===== src/rtl/rom_arbiter.sv =====
// rom_arbiter: round-robin arbiter sharing one synchronous-read ROM between two
// requesters. Define ROM_ARB_STATS_EN to add the CNT_A/CNT_B access counters.
module rom_arbiter #(
  parameter int ADDR_WIDTH = 8,
  parameter int DATA_WIDTH = 8,
  parameter int STAT_WIDTH = 16
) (
  input  logic                  CLK,
  input  logic                  RESET,
  input  logic                  REQ_A,
  input  logic [ADDR_WIDTH-1:0] ADDR_A,
  output logic                  GNT_A,
  output logic [DATA_WIDTH-1:0] DATA_A,
  output logic                  VALID_A,
  input  logic                  REQ_B,
  input  logic [ADDR_WIDTH-1:0] ADDR_B,
  output logic                  GNT_B,
  output logic [DATA_WIDTH-1:0] DATA_B,
  output logic                  VALID_B,
  output logic [ADDR_WIDTH-1:0] ROM_ADDR,
  input  logic [DATA_WIDTH-1:0] ROM_DATA
`ifdef ROM_ARB_STATS_EN
  ,
  output logic [STAT_WIDTH-1:0] CNT_A,
  output logic [STAT_WIDTH-1:0] CNT_B
`endif
);

  typedef enum logic [1:0] {IDLE, READ, CAPT, DONE} state_t;

  state_t                state, state_next;
  logic                  sel, sel_next;    // 0 = port A, 1 = port B
  logic                  last, last_next;  // port served most recently
  logic                  any_req, pick_b;
  logic [ADDR_WIDTH-1:0] rom_addr_next;
  logic                  gnt_a_next, gnt_b_next;
  logic                  valid_a_next, valid_b_next;
  logic [DATA_WIDTH-1:0] data_a_next, data_b_next;

  if (ADDR_WIDTH < 1 || DATA_WIDTH < 1 || STAT_WIDTH < 1) begin : g_param_check
    $error("rom_arbiter: all widths must be positive");
  end

  assign any_req = REQ_A | REQ_B;
  // B wins if it asks alone, or on a tie when A was served last.
  assign pick_b  = REQ_B & (~REQ_A | ~last);

  always_ff @(posedge CLK) begin
    if (RESET) state <= IDLE;
    else       state <= state_next;
  end

  always_comb begin
    state_next = state;
    unique case (state)
      IDLE:    if (any_req) state_next = READ;
      READ:    state_next = CAPT;
      CAPT:    state_next = DONE;
      DONE:    state_next = IDLE;
      default: state_next = IDLE;
    endcase
  end

  always_comb begin
    sel_next      = sel;
    last_next     = last;
    rom_addr_next = ROM_ADDR;
    gnt_a_next    = GNT_A;
    gnt_b_next    = GNT_B;
    valid_a_next  = VALID_A;
    valid_b_next  = VALID_B;
    data_a_next   = DATA_A;
    data_b_next   = DATA_B;
    unique case (state)
      IDLE: begin
        if (any_req) begin
          sel_next      = pick_b;
          rom_addr_next = pick_b ? ADDR_B : ADDR_A;
          gnt_a_next    = ~pick_b;
          gnt_b_next    = pick_b;
        end
      end
      CAPT: begin
        last_next = sel;
        if (sel) begin
          data_b_next  = ROM_DATA;
          valid_b_next = 1'b1;
          gnt_b_next   = 1'b0;
        end else begin
          data_a_next  = ROM_DATA;
          valid_a_next = 1'b1;
          gnt_a_next   = 1'b0;
        end
      end
      DONE: begin
        valid_a_next = 1'b0;
        valid_b_next = 1'b0;
      end
      default: ;
    endcase
  end

  always_ff @(posedge CLK) begin
    if (RESET) begin
      sel      <= 1'b0;
      last     <= 1'b1;
      ROM_ADDR <= '0;
      GNT_A    <= 1'b0;
      GNT_B    <= 1'b0;
      VALID_A  <= 1'b0;
      VALID_B  <= 1'b0;
      DATA_A   <= '0;
      DATA_B   <= '0;
    end else begin
      sel      <= sel_next;
      last     <= last_next;
      ROM_ADDR <= rom_addr_next;
      GNT_A    <= gnt_a_next;
      GNT_B    <= gnt_b_next;
      VALID_A  <= valid_a_next;
      VALID_B  <= valid_b_next;
      DATA_A   <= data_a_next;
      DATA_B   <= data_b_next;
    end
  end

`ifdef ROM_ARB_STATS_EN
  always_ff @(posedge CLK) begin
    if (RESET) begin
      CNT_A <= '0;
      CNT_B <= '0;
    end else begin
      if (VALID_A) CNT_A <= CNT_A + STAT_WIDTH'(1);
      if (VALID_B) CNT_B <= CNT_B + STAT_WIDTH'(1);
    end
  end
`endif

endmodule


===== config.mk =====
export PLATFORM = sky130hd
export DESIGN_NAME = rom_arbiter
export DESIGN_NICKNAME = d
export VERILOG_FILES = /design/src/rtl/rom_arbiter.sv
export SDC_FILE = /design/constraint.sdc
export NUM_CORES = 1
export LEC_CHECK = 0
export CORE_UTILIZATION = 38
export CTS_CLUSTER_SIZE = 24
export DETAILED_ROUTE_END_ITERATION = 12
export GPL_TIMING_DRIVEN = 0
export HOLD_SLACK_MARGIN = 0.1
export PLACE_DENSITY = 0.78
export SKIP_LAST_GASP = 1
export SYNTH_ARGS = -nofsm -noshare
export SYNTH_HDL_FRONTEND = slang
export SYNTH_SLANG_ARGS = --single-unit

===== constraint.sdc =====
create_clock -name CLK -period 1.6 [get_ports CLK]
set_input_delay 0.32 -clock CLK [delete_from_list [all_inputs] [get_ports CLK]]
set_output_delay 0.32 -clock CLK [all_outputs]
set_load 0.05 [all_outputs]

==> impl_metrics.toml, run 1 <==
[run_status]
status = "complete, no violations"

[global_route]
grt_max_degree = 12
grt_pass1_vias = 1062
track_usage = 0.173
gr-total-overflow = 0
antenna_found_initial = 0
grt_pass1_wl_mm = 4.75

[worst_setup_path]
crit_type = "reg2reg"
worst-endpoint-required_ps = 1820
cp_cell_sequence = "inv_1 > ha_2 > buf_6 > or3b_2 > a31oi_1 > a311oi_1"
cpPeakStageDelay_ps = 450
worstPathMaxFanout = 7
cp_slowest_cell = "or3b_2"
end_kind = "register"
crit_arrival_ps = 1760
critPathLaunch = "state[1]"
crit_path_start_kind = "register"
reg2reg_from = "state[1]"

[timing]
worst_slew_pin_slew_ps = 509
rsz0062_at_grt = "true"
hold_viol_final = 0
final_max_slew_viol_count = 0
whs_ps = 455
timing.fmax_ghz = 0.647
finalSetupViolCount = 0
relSlewSlack = 0.662
fin_worst_skew_ps = 6.33
finalSetupTns_ps = 0
fin_crit_ps = 1540
finalCritPeriodShare = 0.965

[final_layout]
drive_above_1_share = 0.112
area_delta_synth_final_pct = 48.9
n_fill_cell = 327
nets = 256
final_area_sq_mm = 0.00203
antenna_cells = 0

[floorplan]
rows = 21
die_h_um = 61.9
placeableCoreArea_sq_mm = 0.00339
dieArea_sq_mm = 0.00383
initial_core_util = 0.402
die_w_um = 61.9
io-pin-count = 56

[drt]
viasPerCell = 4.68
via_count = 1263
post_drt_wl_per_cell_um = 11.7
first_pass_iters = 4
drt_iter0_drc = 68
post-route-drc-count = 0
routed_wl_mm = 3.15
ant_nets = 0

[min_path]
hold_path_class = "reg2reg"
hp-start = "DATA_B[2]"

[synthesis]
syn_area_per_cell_sq_um = 8.58
async_reset_ff_frac = 0
ys_types = 29
synth.area.top_cells = "dfxtp_1 (47%), nand2_1 (11%), mux2i_1 (5.9%)"
ys_warn_count = 0
synth_fp_nets = 192
synth_top_cell_by_area = "dfxtp_1"
syn-cell-area_sq_mm = 0.00136
synth_edf_count = 0
syn_inst = 159
yosys_register_bits = 32
ys_seq_area_frac = 0.470
ys.flop_type = "dfxtp_1"
synth_top_area_share = 0.470

[power_and_ir_drop]
p_int_uw = 1660
power_density_mw_per_mm2 = 1440
leakagePower_uw = 0.000935
ir_drop_uv = 681
clockPowerShare = 0.154
combPwrFrac = 0.484
switching_share = 0.431
netSwitchingPower_uw = 1260
seqPwrFrac = 0.361

[cts]
htree_levels = 2
clockBufferDepth = 2
numCtsBuffers = 5
clkTransAtPathRegs_ps = 100
ctsHoldBuffers = 0
cts_root_buf = "clkbuf_4"
cts.sinks = 32
cts_tree = "done"
insertion_delay_ps = 330

[placed_design]
placed_cell_area_sq_mm = 0.00197
hpwlAfterDp_mm = 2.25
gp_congestion = 0.765
portBuffers = 55

[job]
drv_cap = 0
-- power groups by stage --
| stage | Sequential (uW) | Clock (uW) | Combinational, uW |
|---|---|---|---|
| after detailed placement | 1070 | 0 | 1430 |
| after global placement | 1070 | 0 | 1410 |
| final | 1060 | 452 | 1420 |
| after global routing | 1080 | 495 | 1530 |
| after floorplan | 1500 | 0 | 557 |
| after CTS | 1050 | 460 | 1350 |
-- layer usage --
| metal | part of all wire | track usage | up-vias | wire, um |
|---|---|---|---|---|
| met4 | 0.016 | 0.0762 | 0 | 49 |
| met2 | 0.47 | 0.267 | 35 | 1490 |
| met3 | 0.057 | 0.0621 | 5 | 179 |
| met1 | 0.45 | 0.218 | 557 | 1430 |
| li1 | - | - | 666 | - |
| met5 | 0 | 0 | - | 0 |
-- synth_stat cells (2+ instances only) --
cell type,count
buf_2,2
clkbuf_1,5
a21oi_1,14
inv_1,4
a21o_1,2
nand2b_1,3
mux2i_1,8
nor2_1,17
a21bo_2,2
dfxtp_1,32
nand2_1,40
ha_1,5
a311oi_1,9
-- worst paths after layout --
check | depth (start not counted) | end | slack [ps]
max | 6 | GNT_A | 60
min | 2 | DATA_B[2] | 460
max reg2reg | 6 | GNT_A | 60
min reg2reg | 2 | DATA_B[2] | 460
-- cell usage in the layout (no fill, tap or decap), drive strengths merged, types with 2 or more instances in the layout --
| master | n |
|---|---|
| ha | 5 |
| a21oi | 14 |
| a21o | 2 |
| nand2 | 40 |
| nand2b | 3 |
| a21bo | 2 |
| nor2 | 17 |
| clkbuf | 10 |
| dfxtp | 32 |
| clkdlybuf4s15 | 2 |
| dlygate4sd2 | 26 |
| clkdlybuf4s50 | 27 |
| a311oi | 9 |
| buf | 6 |
| mux2i | 8 |
| inv | 4 |
| clkinv | 3 |
-- worst max-delay path, delay by kind of cell (launching register included) --
| family | cells | cell delay [ps] |
|---|---|---|
| adder cells (fa/ha/maj) | 1 | 170 |
| buffers and inverters | 2 | 200 |
| AO/OA/AOI/OAI | 2 | 240 |
| AND/OR/NAND/NOR | 1 | 450 |
| flip-flops | 1 | 370 |
-- registers in the layout, summed over array words and instances (netlist names) --
name,cells
GNT_B,1
DATA_B,8
state,2
last,1
sel,1
DATA_A,8
ROM_ADDR,8
VALID_A,1
VALID_B,1
GNT_A,1
-- logic make-up (layout without fill, tap and decap cells) --
| logic type | Yosys count | in the layout | share of synthesized area |
|---|---|---|---|
| AOI/OAI and AO/OA | 33 | 33 | 0.169 |
| adders and majority gates | 5 | 5 | 0.0459 |
| buffers and inverters | 13 | 78 | 0.0440 |
| DFF | 32 | 32 | 0.470 |
| muxes | 8 | 8 | 0.0587 |
| and+or+nand+nor | 68 | 68 | 0.213 |
-- per-stage QoR --
stage | util | cells | total power (uW) | setup slack, ps
3_3_place_gp | 0.582 | 260 | 2480 | -212
5_1_grt | 0.599 | 270 | 3100 | -1.07
2_1_floorplan | - | 159 | 2060 | 113
3_5_place_dp | 0.582 | 260 | 2500 | -215
6_report | 0.599 | 270 | 2930 | 55.5
4_1_cts | 0.588 | 268 | 2860 | 31.8
-- timing repair --
| item | CTS | global route |
|---|---|---|
| setup buffers | 0 | 2 |
| pin swaps | 0 | 2 |
| endpoints found under the setup margin | 29 | 7 |
| gates resized for setup | 29 | 11 |
-- layout make-up --
cell class,count,area [sq um],share of cell area
clock inverters,3,18.8,0.00924
flip-flops and latches,32,646,0.318
inverters,4,15.0,0.00739
plain buffers,9,51.3,0.0253
clock buffers,5,37.5,0.0185
well taps,46,57.6,0.0283
repair buffers,57,533,0.262
multi-input cells,114,672,0.331
Power figures use the tool's default switching activity.
==> inputs of run 2 (changes only) <==
--- a/config.mk
+++ b/config.mk
@@ -11,7 +11,7 @@
 export GPL_TIMING_DRIVEN = 0
 export HOLD_SLACK_MARGIN = 0.1
 export PLACE_DENSITY = 0.78
-export SKIP_LAST_GASP = 1
 export SYNTH_ARGS = -nofsm -noshare
 export SYNTH_HDL_FRONTEND = slang
 export SYNTH_SLANG_ARGS = --single-unit
+export TNS_END_PERCENT = 1
==> impl_metrics.toml, run 2 (synthesis results as in run 1) <==
[timing]
timing.fmax_ghz = 0.650
finalSetupViolCount = 0
finalSetupTns_ps = 0
whs_ps = 455
fin_worst_skew_ps = 5.96
final_max_slew_viol_count = 0
fin_crit_ps = 1540
worst_slew_pin_slew_ps = 510
hold_viol_final = 0
finalCritPeriodShare = 0.961
relSlewSlack = 0.661

[power_and_ir_drop]
leakagePower_uw = 0.000940
power_density_mw_per_mm2 = 1440
ir_drop_uv = 680
total_power_uw = 2930

[floorplan]
die_w_um = 61.9
io-pin-count = 56
die_h_um = 61.9
rows = 21
initial_core_util = 0.402
placeableCoreArea_sq_mm = 0.00339
dieArea_sq_mm = 0.00383

[cts]
cts.sinks = 32
numCtsBuffers = 5
clkTransAtPathRegs_ps = 100
clockBufferDepth = 2
ctsHoldBuffers = 0
cts_root_buf = "clkbuf_4"
cts_tree = "done"
htree_levels = 2
insertion_delay_ps = 330

[final_layout]
final_area_sq_mm = 0.00204
utilization = 0.601
nets = 256
area_delta_synth_final_pct = 49.4
drive_above_1_share = 0.112
final_common_cell = "nand2_1"
layout_common_cells = "nand2_1 (40), dfxtp_1 (30), clkdlybuf4s50_1 (27)"
reg_top3 = "DATA_A x8, DATA_B x8, ROM_ADDR x8"
n_fill_cell = 325
antenna_cells = 0

[global_route]
gr-total-overflow = 0
track_usage = 0.173
antenna_found_initial = 0
grt_pass1_vias = 1062
grt_max_degree = 12
grt_pass1_wl_mm = 4.75

[placed_design]
placed_cell_area_sq_mm = 0.00197
portBuffers = 55
gp_congestion = 0.765
hpwlAfterDp_mm = 2.25

[drt]
viasPerCell = 4.70
post_drt_wl_per_cell_um = 11.7
drt_iter0_drc = 52
first_pass_iters = 4
ant_nets = 0
post-route-drc-count = 0
routed_wl_mm = 3.16
via_count = 1269

[worst_setup_path]
crit_type = "reg2out"
crit_path_start_kind = "register"
cp_cell_sequence = "dlygate4sd2_1"
worst-endpoint-required_ps = 1280
crit_arrival_ps = 1220
cp_num_buf_inv = 1
cp_slowest_cell = "dlygate4sd2_1"
cp_top_family = "buffers and inverters"
end_kind = "output pin"
cpPeakStageDelay_ps = 540
worstPathMaxFanout = 2

[run_status]
status = "complete, no violations"

[min_path]
hold_path_class = "reg2reg"

[job]
drv_cap = 0
## run 2: changes by cell type in the layout (fill, tap and decap cells not counted)
cell / delta
a21boi_2: -1
a21boi_4: +1
## run 2: final timing paths
check / start / slack [ps] / endpoint / depth (start not counted)
hold reg to reg: DATA_B[2] / 460 / DATA_B[2] / 2
setup / recovery: GNT_B / 60 / GNT_B / 1
setup reg to reg: state[1] / 60 / GNT_A / 6
hold / removal: DATA_B[2] / 460 / DATA_B[2] / 2
## run 2: what timing repair did
item | 4_1_cts | 5_1_grt
cloned | 0 | 0
setup buffers | 0 | 2
resized for setup | 29 | 12
pin swaps | 0 | 2
setup endpoints to repair | 29 | 7
## run 2: cell type report
cell class	instances	area, sq um	area share
Sequential cell	32	646	0.317
Clock buffer	5	37.5	0.0184
Multi-Input combinational cell	114	679	0.333
Tap cell	46	57.6	0.0282
Inverter	4	15.0	0.00737
Buffer	9	51.3	0.0252
Timing Repair Buffer	57	533	0.262
Clock inverter	3	18.8	0.00921
## run 2: metrics by stage
step                      setup slack, ps  std cells
final                                62.6        270
after global routing                -4.76        270
after CTS                            31.8        268
after detailed placement             -215        260
after global placement               -212        260
after floorplan                       113        159
## run 2: report_power, final
group	total [uW]	internal, uW	switching (uW)
registers	1060	964	95.3
logic	1420	533	886
clock network	452	168	284
total	2930	1670	1260
## run 2: routing by layer
layer / GRT usage / up-vias / wire length [um]
met5: 0 / - / 0
met4: 0.0762 / 0 / 49
met3: 0.0621 / 5 / 212
met2: 0.267 / 45 / 1520
met1: 0.218 / 557 / 1380
li1: - / 662 / -
==> inputs of run 3 (changes only) <==
==> constraint.sdc (replaced) <==
create_clock -name CLK -period 1.6 [get_ports CLK]
set_input_delay 0.32 -clock CLK [delete_from_list [all_inputs] [get_ports CLK]]
set_output_delay 0.32 -clock CLK [all_outputs]
set_load 0.1 [all_outputs]
==> impl_metrics.toml, run 3 (synthesis results as in run 1) <==
[run_status]
status = "complete, no violations"

[power_and_ir_drop]
combPwrFrac = 0.555
power_density_mw_per_mm2 = 1670
leakagePower_uw = 0.000838
switching_share = 0.510
p_int_uw = 1660
seqPwrFrac = 0.312
ir_drop_uv = 829
netSwitchingPower_uw = 1720
clockPowerShare = 0.132

[placed_design]
portBuffers = 55
gp_congestion = 0.765
hpwlAfterDp_mm = 2.25
placed_cells = 260

[drt]
routed_wl_mm = 3.09
ant_nets = 0
met2_length_mm = 1.45
route.layer.met1.wl_mm = 1.41
dr_wl_met3_um = 189
drt_iter0_drc = 65
first_pass_iters = 4
via_count = 1251
post-route-drc-count = 0
post_drt_wl_per_cell_um = 11.5
viasPerCell = 4.67
top_layer = "met4"

[floorplan]
dieArea_sq_mm = 0.00383
initial_core_util = 0.402
placeableCoreArea_sq_mm = 0.00339
die_w_um = 61.9
die_h_um = 61.9
rows = 21
io-pin-count = 56

[worst_setup_path]
cp_num_buf_inv = 1
crit_path_start_kind = "register"
worstPathMaxFanout = 2
crit_arrival_ps = 1250
end_kind = "output pin"
cp_top_family = "buffers and inverters"
worst-endpoint-required_ps = 1280
cp_cell_sequence = "clkdlybuf4s15_2"
cpPeakStageDelay_ps = 560
cp_slowest_cell = "clkdlybuf4s15_2"
crit_type = "reg2out"

[final_layout]
drive_above_1_share = 0.221
nets = 254
n_fill_cell = 319
final_common_cell = "nand2_1"
layout_common_cells = "nand2_1 (40), dfxtp_1 (31), clkdlybuf4s50_1 (27)"
reg_top3 = "DATA_A x8, DATA_B x8, ROM_ADDR x8"
antenna_cells = 0
area_delta_synth_final_pct = 48.7
utilization = 0.598
layout.cells.non_filler = 268

[global_route]
grt_pass1_vias = 1062
grt_pass1_wl_mm = 4.76
grt_max_degree = 12
track_usage = 0.174
gr-total-overflow = 0
antenna_found_initial = 0

[timing]
fin_crit_ps = 1570
hold_viol_final = 0
finalSetupViolCount = 0
rsz0062_at_grt = "true"
relSlewSlack = 0.635
final_max_slew_viol_count = 0
finalCritPeriodShare = 0.978
fin_worst_skew_ps = 9.10
worst_slew_pin_slew_ps = 551
timing.fmax_ghz = 0.639
finalSetupTns_ps = 0

[cts]
clockBufferDepth = 2
cts_tree = "done"
clkTransAtPathRegs_ps = 100
cts.sinks = 32
htree_levels = 2
cts_root_buf = "clkbuf_4"
cts_setup_buffers = 0
ctsHoldBuffers = 0
numCtsBuffers = 5
insertion_delay_ps = 330

[min_path]
hold_path_class = "reg2reg"

[job]
drv_cap = 0
-- run 3: final timing paths --
check	to	cells after the start	slack, ps	start
hold / removal	DATA_B[2]	2	460	DATA_B[2]
hold reg to reg	DATA_B[2]	2	460	DATA_B[2]
setup / recovery	ROM_ADDR[1]	1	30	ROM_ADDR[1]
setup reg to reg	GNT_A	6	90	state[0]
-- run 3: cell type report --
| type | count | area (sq um) | share of cell area |
|---|---|---|---|
| plain buffers | 9 | 47.5 | 0.0234 |
| clock buffers | 5 | 37.5 | 0.0185 |
| clock inverters | 3 | 18.8 | 0.00925 |
| inverters | 4 | 15.0 | 0.00740 |
| multi-input cells | 114 | 669 | 0.330 |
| flip-flops and latches | 32 | 642 | 0.316 |
| well taps | 46 | 57.6 | 0.0284 |
| repair buffers | 55 | 541 | 0.267 |
-- run 3: tightest hold or removal path: stages, from the launching register on --
cell and delay (ps):
dfxtp_1 320, nand2_1 50, a21oi_1 50
-- run 3: power groups by stage --
stage          Sequential, uW  Clock [uW]  Combinational (uW)
3_5_place_dp             1070           0                1900
6_report                 1060         448                1880
3_3_place_gp             1070           0                1880
2_1_floorplan            1970           0                 559
4_1_cts                  1060         460                1870
5_1_grt                  1080         490                1990
-- run 3: what timing repair did --
action,4_1_cts,5_1_grt
pin swaps,0,0
cloned,0,0
endpoints found under the setup margin,29,21
gates resized for setup,84,25
-- run 3: metal layers --
layer  track usage  vias to the layer above
met5             0                        -
met4        0.0762                        0
met3        0.0642                        5
met2         0.267                       41
met1         0.218                      545
li1              -                      660
-- run 3: stage by stage --
stage	total power, uW	cell area (sq um)	worst slack [ps]	hold slack [ps]
2_1_floorplan	2530	1360	108	392
3_3_place_gp	2950	1970	-212	442
3_5_place_dp	2970	1970	-215	446
4_1_cts	3390	2060	-223	460
5_1_grt	3560	2030	-21.1	474
6_report	3380	2030	34.9	459
